<file path="src/rtl/reg_wb_buffer_pkg.sv">
// reg_wb_buffer_pkg: shared register-file widths, reset/write-enable polarity and queue entry type
package reg_wb_buffer_pkg;
  localparam int ADDR_W = 5;
  localparam int DATA_W = 8;
  localparam int ENT_W = ADDR_W + DATA_W;
  localparam logic RESET = 1'b1;
  localparam logic EN_W = 1'b1;
  typedef struct packed {
    logic [ADDR_W-1:0] addr;
    logic [DATA_W-1:0] data;
  } wb_entry_t;
endpackage

</file>
<file path="src/rtl/reg_wb_fifo.sv">
// reg_wb_fifo: dual-push/dual-pop circular buffer; push_n/push_a/push_b in order, pop_n from head, head_0/head_1/count_o out, srch_addr_i -> youngest-match srch_hit_o/srch_data_o
module reg_wb_fifo
  import reg_wb_buffer_pkg::*;
#(
  parameter int DEPTH = 8,
  localparam int PW = $clog2(DEPTH)
) (
  input  logic              clk_i,
  input  logic              rst_i,
  input  logic [1:0]        push_n_i,
  input  logic [ENT_W-1:0]  push_a_i,
  input  logic [ENT_W-1:0]  push_b_i,
  input  logic [1:0]        pop_n_i,
  output logic [ENT_W-1:0]  head_0_o,
  output logic [ENT_W-1:0]  head_1_o,
  output logic [PW:0]       count_o,
  input  logic [ADDR_W-1:0] srch_addr_i,
  output logic              srch_hit_o,
  output logic [DATA_W-1:0] srch_data_o
);
  wb_entry_t mem_q [DEPTH];
  wb_entry_t mem_d [DEPTH];
  logic [PW-1:0] rp_q, rp_d, wp_q, wp_d, idx;
  logic [PW:0] count_q, count_d;
  assign head_0_o = mem_q[rp_q];
  assign head_1_o = mem_q[rp_q + PW'(1)];
  assign count_o = count_q;
  always_comb begin
    mem_d = mem_q;
    if (push_n_i != 2'd0) mem_d[wp_q] = wb_entry_t'(push_a_i);
    if (push_n_i == 2'd2) mem_d[wp_q + PW'(1)] = wb_entry_t'(push_b_i);
    wp_d = wp_q + PW'(push_n_i);
    rp_d = rp_q + PW'(pop_n_i);
    count_d = count_q + (PW+1)'(push_n_i) - (PW+1)'(pop_n_i);
  end
  always_comb begin
    srch_hit_o = 1'b0;
    srch_data_o = '0;
    idx = '0;
    for (int i = 0; i < DEPTH; i++) begin
      idx = rp_q + PW'(i);
      if ((PW+1)'(i) < count_q && mem_q[idx].addr == srch_addr_i) begin
        srch_hit_o = 1'b1;
        srch_data_o = mem_q[idx].data;
      end
    end
  end
  always_ff @(posedge clk_i) begin
    if (rst_i == RESET) begin
      mem_q <= '{default: '0};
      rp_q <= '0;
      wp_q <= '0;
      count_q <= '0;
    end else begin
      mem_q <= mem_d;
      rp_q <= rp_d;
      wp_q <= wp_d;
      count_q <= count_d;
    end
  end
endmodule

</file>
<file path="src/rtl/reg_wb_buffer.sv">
// reg_wb_buffer: in-order writeback queue feeding the dual-write register file; res_* lanes in, res_ready_o, rd_busy_i gates drain, en_w_reg_o/w_reg_* registered writes, fwd_* lookup, count_o, wb_urgent_o
module reg_wb_buffer
  import reg_wb_buffer_pkg::*;
#(
  parameter int DEPTH = 8,
  parameter int STARVE_LIMIT = 4,
  localparam int PW = $clog2(DEPTH),
  localparam int SW = $clog2(STARVE_LIMIT + 1)
) (
  input  logic              clk_i,
  input  logic              rst_i,
  input  logic              res_valid_1_i,
  input  logic [ADDR_W-1:0] res_addr_1_i,
  input  logic [DATA_W-1:0] res_data_1_i,
  input  logic              res_valid_2_i,
  input  logic [ADDR_W-1:0] res_addr_2_i,
  input  logic [DATA_W-1:0] res_data_2_i,
  output logic              res_ready_o,
  input  logic              rd_busy_i,
  output logic              en_w_reg_o,
  output logic [ADDR_W-1:0] w_reg_addr_1_o,
  output logic [DATA_W-1:0] w_reg_data_1_o,
  output logic [ADDR_W-1:0] w_reg_addr_2_o,
  output logic [DATA_W-1:0] w_reg_data_2_o,
  input  logic [ADDR_W-1:0] fwd_addr_i,
  output logic              fwd_hit_o,
  output logic [DATA_W-1:0] fwd_data_o,
  output logic [PW:0]       count_o,
  output logic              wb_urgent_o
);
  wb_entry_t e1, e2, push_a, head_0, head_1;
  logic [1:0] nv, push_n, pop_n;
  logic [PW:0] free;
  logic issue, fifo_hit, p1_hit, p2_hit;
  logic [DATA_W-1:0] fifo_data;
  logic en_q, en_d, urgent_q, urgent_d;
  wb_entry_t p1_q, p1_d, p2_q, p2_d;
  logic [SW-1:0] starve_q, starve_d;
  reg_wb_fifo #(.DEPTH(DEPTH)) u_fifo (
    .clk_i,
    .rst_i,
    .push_n_i(push_n),
    .push_a_i(push_a),
    .push_b_i(e2),
    .pop_n_i(pop_n),
    .head_0_o(head_0),
    .head_1_o(head_1),
    .count_o,
    .srch_addr_i(fwd_addr_i),
    .srch_hit_o(fifo_hit),
    .srch_data_o(fifo_data)
  );
  always_comb begin
    e1 = {res_addr_1_i, res_data_1_i};
    e2 = {res_addr_2_i, res_data_2_i};
    nv = {1'b0, res_valid_1_i} + {1'b0, res_valid_2_i};
    free = (PW+1)'(DEPTH) - count_o;
    res_ready_o = free >= (PW+1)'(nv);
    push_n = res_ready_o ? nv : 2'd0;
    push_a = res_valid_1_i ? e1 : e2;
    issue = !rd_busy_i && count_o != '0;
    pop_n = !issue ? 2'd0 : count_o >= (PW+1)'(2) ? 2'd2 : 2'd1;
    en_d = issue ? EN_W : ~EN_W;
    p1_d = issue ? head_0 : p1_q;
    p2_d = !issue ? p2_q : pop_n == 2'd2 ? head_1 : head_0;
    starve_d = (issue || count_o == '0) ? '0 : starve_q == SW'(STARVE_LIMIT) ? starve_q : starve_q + SW'(1);
    urgent_d = starve_d >= SW'(STARVE_LIMIT);
    p2_hit = en_q && p2_q.addr == fwd_addr_i;
    p1_hit = en_q && p1_q.addr == fwd_addr_i;
    fwd_hit_o = fifo_hit || p2_hit || p1_hit;
    fwd_data_o = fifo_hit ? fifo_data : p2_hit ? p2_q.data : p1_hit ? p1_q.data : '0;
  end
  always_ff @(posedge clk_i) begin
    if (rst_i == RESET) begin
      en_q <= 1'b0;
      p1_q <= '0;
      p2_q <= '0;
      starve_q <= '0;
      urgent_q <= 1'b0;
    end else begin
      en_q <= en_d;
      p1_q <= p1_d;
      p2_q <= p2_d;
      starve_q <= starve_d;
      urgent_q <= urgent_d;
    end
  end
  assign en_w_reg_o = en_q;
  assign w_reg_addr_1_o = p1_q.addr;
  assign w_reg_data_1_o = p1_q.data;
  assign w_reg_addr_2_o = p2_q.addr;
  assign w_reg_data_2_o = p2_q.data;
  assign wb_urgent_o = urgent_q;
endmodule

</file>
<file path="config.mk">
export PLATFORM = sky130hd
export DESIGN_NAME = reg_wb_buffer
export DESIGN_NICKNAME = d
export VERILOG_FILES = /design/src/rtl/reg_wb_buffer_pkg.sv /design/src/rtl/reg_wb_fifo.sv /design/src/rtl/reg_wb_buffer.sv
export SDC_FILE = /design/constraint.sdc
export NUM_CORES = 1
export LEC_CHECK = 0
export CELL_PAD_IN_SITES_DETAIL_PLACEMENT = 1
export CELL_PAD_IN_SITES_GLOBAL_PLACEMENT = 1
export CORE_MARGIN = 2
export CORE_UTILIZATION = 30
export DETAILED_ROUTE_END_ITERATION = 8
export PLACE_DENSITY_LB_ADDON = 0.12
export SKIP_CTS_REPAIR_TIMING = 1
export SLEW_MARGIN = 20
export SYNTH_ARGS = -nofsm -noshare
export SYNTH_HDL_FRONTEND = slang
export SYNTH_SLANG_ARGS = --single-unit
</file>
<file path="constraint.sdc">
create_clock -name clk_i -period 13.7 [get_ports clk_i]
set_input_delay 2.055 -clock clk_i [delete_from_list [all_inputs] [get_ports clk_i]]
set_output_delay 2.055 -clock clk_i [all_outputs]
set_load 0.01 [all_outputs]
</file>
After elaboration in Yosys (flattened, before gate mapping). Index checks and enable logic that the tools add are counted.

Add/subtract/negate cells: 15. Bitwise gates (word level): 10. Muxes and demuxes: 59. $lt $le $gt $ge: 23. Reduce and logical (&&, ||, !) cells: 20. Eq/ne operators: 13.

Operators by type and width (number): binary-select mux 13 bit (select 3 bit) (8); 2-to-1 mux 13 bit (20); bitwise mux 104 bit (2); 2-to-1 mux 104 bit (2); 2-to-1 mux 8 bit (11); demux 13 bit (select 3 bit) (2); == test 5 bit (10); greater-or-equal comparator 4 bit (second input constant) (10); NOT 3 -> 4 bit (10); < comparator 3 x 4 -> 1 bit (first input constant) (4); logical AND 1 bit (13); adder 3 bit (second input constant) (4); adder 3 x 1 -> 3 bit (second input constant) (3); 2-to-1 mux 1 bit (9); < comparator 1 x 4 -> 1 bit (first input constant) (2); < comparator 2 x 4 -> 1 bit (first input constant) (2); < comparator 4 x 1 -> 1 bit (second input constant) (2); adder 3 x 2 -> 3 bit (2); adder 3 x 2 -> 3 bit (second input constant) (2); 2-to-1 mux 2 bit (3); 2-to-1 mux 3 bit (2); adder 4 x 2 -> 4 bit (1); == test 2 bit (second input constant) (2); greater-or-equal comparator 4 x 2 -> 1 bit (1); 11 further kinds (13).

Register bits after elaboration: 145. Output and inout port bits: 42.

Logic depth before layout (Yosys ltp).
Word-level depth: 16. Depth in mapped cells: 19. Gate-level depth less buffers: 13.

Modules after synthesis. A second synthesis with hierarchy kept.

Cell total of the unflattened synthesis: 1345. Area, all modules: 12346.8 sq um.

By module, submodules not included: reg_wb_fifo (area an instance 10523.8 sq um, instances 1, cells an instance 1139); reg_wb_buffer (area an instance 1823.0 sq um, instances 1, cells an instance 206).

Worst setup path after synthesis. No wires, ideal clock.

Path type: reg2out. Start point: register u_fifo.rp_q[1]. End point: output fwd_data_o[5]. Required time: 11.645 ns. Slack: 6.798 ns. Stages on the path, launching flop included: 17. Data arrival time: 4.847 ns. Cell sequence: dfxtp_1 -> buf_2 -> buf_4 -> buf_2 -> buf_1 -> clkbuf_1 -> inv_1 -> ha_1 -> buf_2 -> clkbuf_1 -> buf_1 -> mux4_2 -> mux2i_1 -> nor3_1 -> a2111oi_0 -> o22ai_1 -> a41o_1.

Word-level cells in the longest chain between the ends: 15. Elaborated cells on any way between the ends: 72. Classes of those cells: add/sub: 7; eq/ne: 8; mux: 41; bitwise: 8; reduce/logical: 8.

Ends and longest elaborated chain: from (decl) (line reg_wb_fifo.sv:23) `logic [PW-1:0] rp_q, rp_d, wp_q, wp_d, idx;`; from (signal assigned) (line reg_wb_fifo.sv:56) `rp_q <= rp_d;`; adder 3 x 1 -> 3 bit / NOT 3 -> 4 bit (equally long branches) (line reg_wb_fifo.sv:41, reg_wb_fifo.sv:42, reg_wb_fifo.sv:44); NOT 3 -> 4 bit (implied by the code) / binary-select mux 13 bit (select 3 bit) (equally long branches) (line reg_wb_fifo.sv:42, reg_wb_fifo.sv:44); binary-select mux 13 bit (select 3 bit) / 2-to-1 mux 13 bit (equally long branches) (line reg_wb_fifo.sv:42, reg_wb_fifo.sv:44); 2-to-1 mux 13 bit (implied by the code) (line reg_wb_fifo.sv:42) `if ((PW+1)'(i) < count_q && mem_q[idx].addr == srch_addr_i) begin`; 2-to-1 mux 13 bit (implied by the code) / == test 5 bit (equally long branches) (line reg_wb_fifo.sv:42); == test 5 bit / logical AND 1 bit (equally long branches) (line reg_wb_fifo.sv:42); logical AND 1 bit, or another cell as far along (line reg_wb_fifo.sv:42); 2-to-1 mux 8 bit / 2-to-1 mux 1 bit (equally long branches) (7 in a row) (line reg_wb_fifo.sv:42); 2-to-1 mux 8 bit * (line reg_wb_buffer.sv:71) `fwd_data_o = fifo_hit ? fifo_data : p2_hit ? p2_q.data : p1_hit ? p1_q.data : '0;`; to (decl) (line reg_wb_buffer.sv:27) `output logic [DATA_W-1:0] fwd_data_o,`.

Every way passes the cells marked *; elsewhere a longest branch is shown, timed or not. The select of a mux whose other input is x is not followed.

Final worst setup path.
Start point: register u_fifo.rp_q[0]. End point: output fwd_data_o[0].

The elaborated chain is that of the path after synthesis.

==> results_dict.tcl <==
set metrics [dict create \
    p_leak_nw 4.45 \
    design.portCount 78 \
    ctsLongestPathBuffers 2 \
    grt_max_degree 98 \
    placed_area_mm2 0.0140 \
    wl_per_cell_um 23.9 \
    routed_via_density 5.92 \
    num_vias 12100 \
    stdcell_count 2042 \
    fp.dieH_um 212 \
    path_clk_slew_ps 70 \
    die_area_mm2 0.0448 \
    syn_inst 1513 \
    synth_ff_type "dfxtp_1" \
    startpoint_type "flop" \
    cts_sinks 144 \
    ff2ff_setup_slack_ps 9030 \
    grt_pass1_vias 11900 \
    end_kind "primary output" \
    grt_first_pass_wirelength_um 75700 \
    dpl.cell_count 2011 \
    syn-num-nets 1572 \
    antenna_found_initial 1 \
    routed_wl_um 48900 \
    p_switching_mw 1.44 \
    timing.fmax_mhz 109 \
    p_comb_share_pct 59.7 \
    setup_tns_ps 0 \
    drive_above_1_share_pct 13.5 \
    power.internal_mw 1.58 \
    die_width_um 212 \
    mostFrequentLayoutCells "nand2_1 (335), dfxtp_1 (141), a21oi_1 (132)" \
    pwr-share-clk_pct 14.7 \
    final_area_mm2 0.0146 \
    cp_top_family "buffers and inverters" \
    initial_utilization_pct 30.2 \
    numCtsBuffers 17 \
    drc 0 \
    ys_async_sr_fraction_pct 0 \
    netlist_area_mm2 0.0129 \
    clk_latency_ps 460 \
    cts-root-buf "clkbuf_16" \
    cap_viol_max_count 0 \
    min_path_type "reg -> reg" \
    hpwl_um 37200 \
    hold_viol 0 \
    period_minus_slack_ps 9210 \
    num_antenna_cells 0 \
    synth_seq_cells 144 \
    io_buffer_count 77 \
    globalRouteOverflowTotal 0 \
    htreeDepth 4 \
    fin_skew_ps 9.60 \
    grt_setup_unrepaired "no" \
    power_density_mw_per_mm2 208 \
    tightestPinTransition_ps 1100 \
    coreArea_mm2 0.0428 \
    syn_to_final_growth_pct 12.5 \
    status "complete, no violations" \
    yosysUniqueCellTypes 55 \
    min_period_over_period_pct 67.2 \
    postSynthAreaPerCell_um2 8.55 \
    cts_tree "built" \
    seq_area_frac_synth_pct 22.3 \
    path_buf_inv 3 \
    relSlewSlack_pct 26.4 \
    nets 1543 \
    synth_edf_count 0 \
    worstPathRequired_ps 11640 \
    ir_drop_mv 0.0838 \
    gp_congestion 0.856 \
    nFillCells 4956 \
    rows 76 \
    dr.pass1.iters 5 \
    seqPwrFrac_pct 25.5 \
    detail-route-antenna-nets 0 \
    yosys_warnings 0 \
    power_mw 3.03 \
    p_sw_share_pct 47.8 \
    path_cells "inv_1, ha_4, buf_4, mux4_1, mux2i_1, xnor2_1, or4_4, a2111oi_2, a211oi_1, o22ai_1, a41o_1, clkdlybuf4s50_1" \
    mostFrequentLayoutCell "nand2_1" \
    max_stage_delay_ps 990 \
    critPathKind "reg -> out" \
    drtIter0Drc 908 \
    setup_viol 0 \
    grt_usage_pct 22.2 \
    crit_arrival_ps 7150 \
    drv_slew 0 \
    path_max_fanout 72 \
    slowest_stage "a2111oi_2" \
]
[routing by layer]
layer | up-vias | routed length [um] | global-route usage [%]
met5 | - | 0 | 0
met4 | 0 | 755 | 5.42
met3 | 43 | 2060 | 2.83
met2 | 300 | 21600 | 33.5
met1 | 6173 | 24400 | 33.3
li1 | 5581 | - | -
[flip-flops by register name, indices dropped and copies added, names as in the netlist]
register and count:
u_fifo.count_o 4, wb_urgent_o 1, u_fifo.wp_q 3, u_fifo.rp_q 3, en_w_reg_o 1, u_fifo.mem_q 104
w_reg_data_2_o 8, w_reg_data_1_o 8, w_reg_addr_2_o 5, starve_q 2, w_reg_addr_1_o 5
[tightest hold or removal path, cell delays in order, from the launching register on]
cell	delay [ps]
dfxtp_1	320
nand2_1	60
a21oi_1	50
[synthesized netlist by cell type, drive strengths merged (6+ instances only)]
| cell | count | area share, % |
|---|---|---|
| o211ai | 106 | 6.1 |
| inv | 22 | 0.64 |
| a41oi | 8 | 0.54 |
| a41o | 16 | 1.2 |
| o21ai | 10 | 0.39 |
| buf | 49 | 2.0 |
| or3 | 6 | 0.29 |
| o22ai | 16 | 0.77 |
| and2 | 7 | 0.34 |
| and3 | 14 | 0.68 |
| mux2i | 113 | 8.7 |
| nor2b | 6 | 0.29 |
| a21oi | 132 | 5.1 |
| nand2 | 336 | 9.8 |
| a211oi | 18 | 1.0 |
| a22o | 6 | 0.41 |
| nor3b | 19 | 1.1 |
| nor4b | 9 | 0.61 |
| xnor2 | 41 | 2.8 |
| nand3 | 38 | 1.5 |
| xor2 | 22 | 1.5 |
| nor2 | 55 | 1.6 |
| dfxtp | 144 | 22 |
| ha | 19 | 1.8 |
| a2111oi | 10 | 0.77 |
| nor3 | 22 | 0.85 |
| clkbuf | 97 | 2.8 |
| nand4 | 14 | 0.68 |
| mux4 | 118 | 21 |
[power by group through the flow]
stage	registers, mW	logic (mW)	clock network, mW
floorplan	0.637	1.42	0
global placement	0.763	1.79	0
detailed placement	0.772	1.82	0
CTS	0.764	1.83	0.456
global route	0.791	1.98	0.474
finish	0.772	1.81	0.446
[per-stage QoR]
stage	utilization [%]	hold WS [ps]	worst slack (ps)
after floorplan	-	488	6800
after global placement	32.8	455	5030
after detailed placement	32.8	469	4960
after CTS	34.0	480	4430
after global routing	34.0	496	3960
final	34.0	475	4490
[path summary, 6_finish.rpt]
kind	start	end	cells after the start
worst min-delay path	w_reg_data_2_o[5]	w_reg_data_2_o[5]	2
worst max register to register	u_fifo.rp_q[0]	w_reg_data_2_o[5]	8
worst max-delay path	u_fifo.rp_q[0]	fwd_data_o[0]	12
worst min register to register	w_reg_data_2_o[5]	w_reg_data_2_o[5]	2
[logic make-up (layout without fill, tap and decap cells)]
logic type,after synthesis,in the layout,share of synthesized area (%)
compound gates,331,331,17.0
fa+ha+maj,23,23,2.46
simple gates,549,549,19.0
flops,144,144,22.3
xor+xnor,63,63,4.26
mux,234,234,29.6
buf+inv,169,152,5.46
[area by class of cell]
cell class | count | area [um2] | area share, %
clock buffers | 19 | 433 | 2.97
multi-input cells | 1200 | 9450 | 64.9
well taps | 546 | 683 | 4.69
flip-flops and latches | 144 | 2890 | 19.9
repair buffers | 98 | 930 | 6.39
clock inverters | 12 | 88.8 | 0.610
inverters | 23 | 86.3 | 0.593
Power figures use the tool's default switching activity.
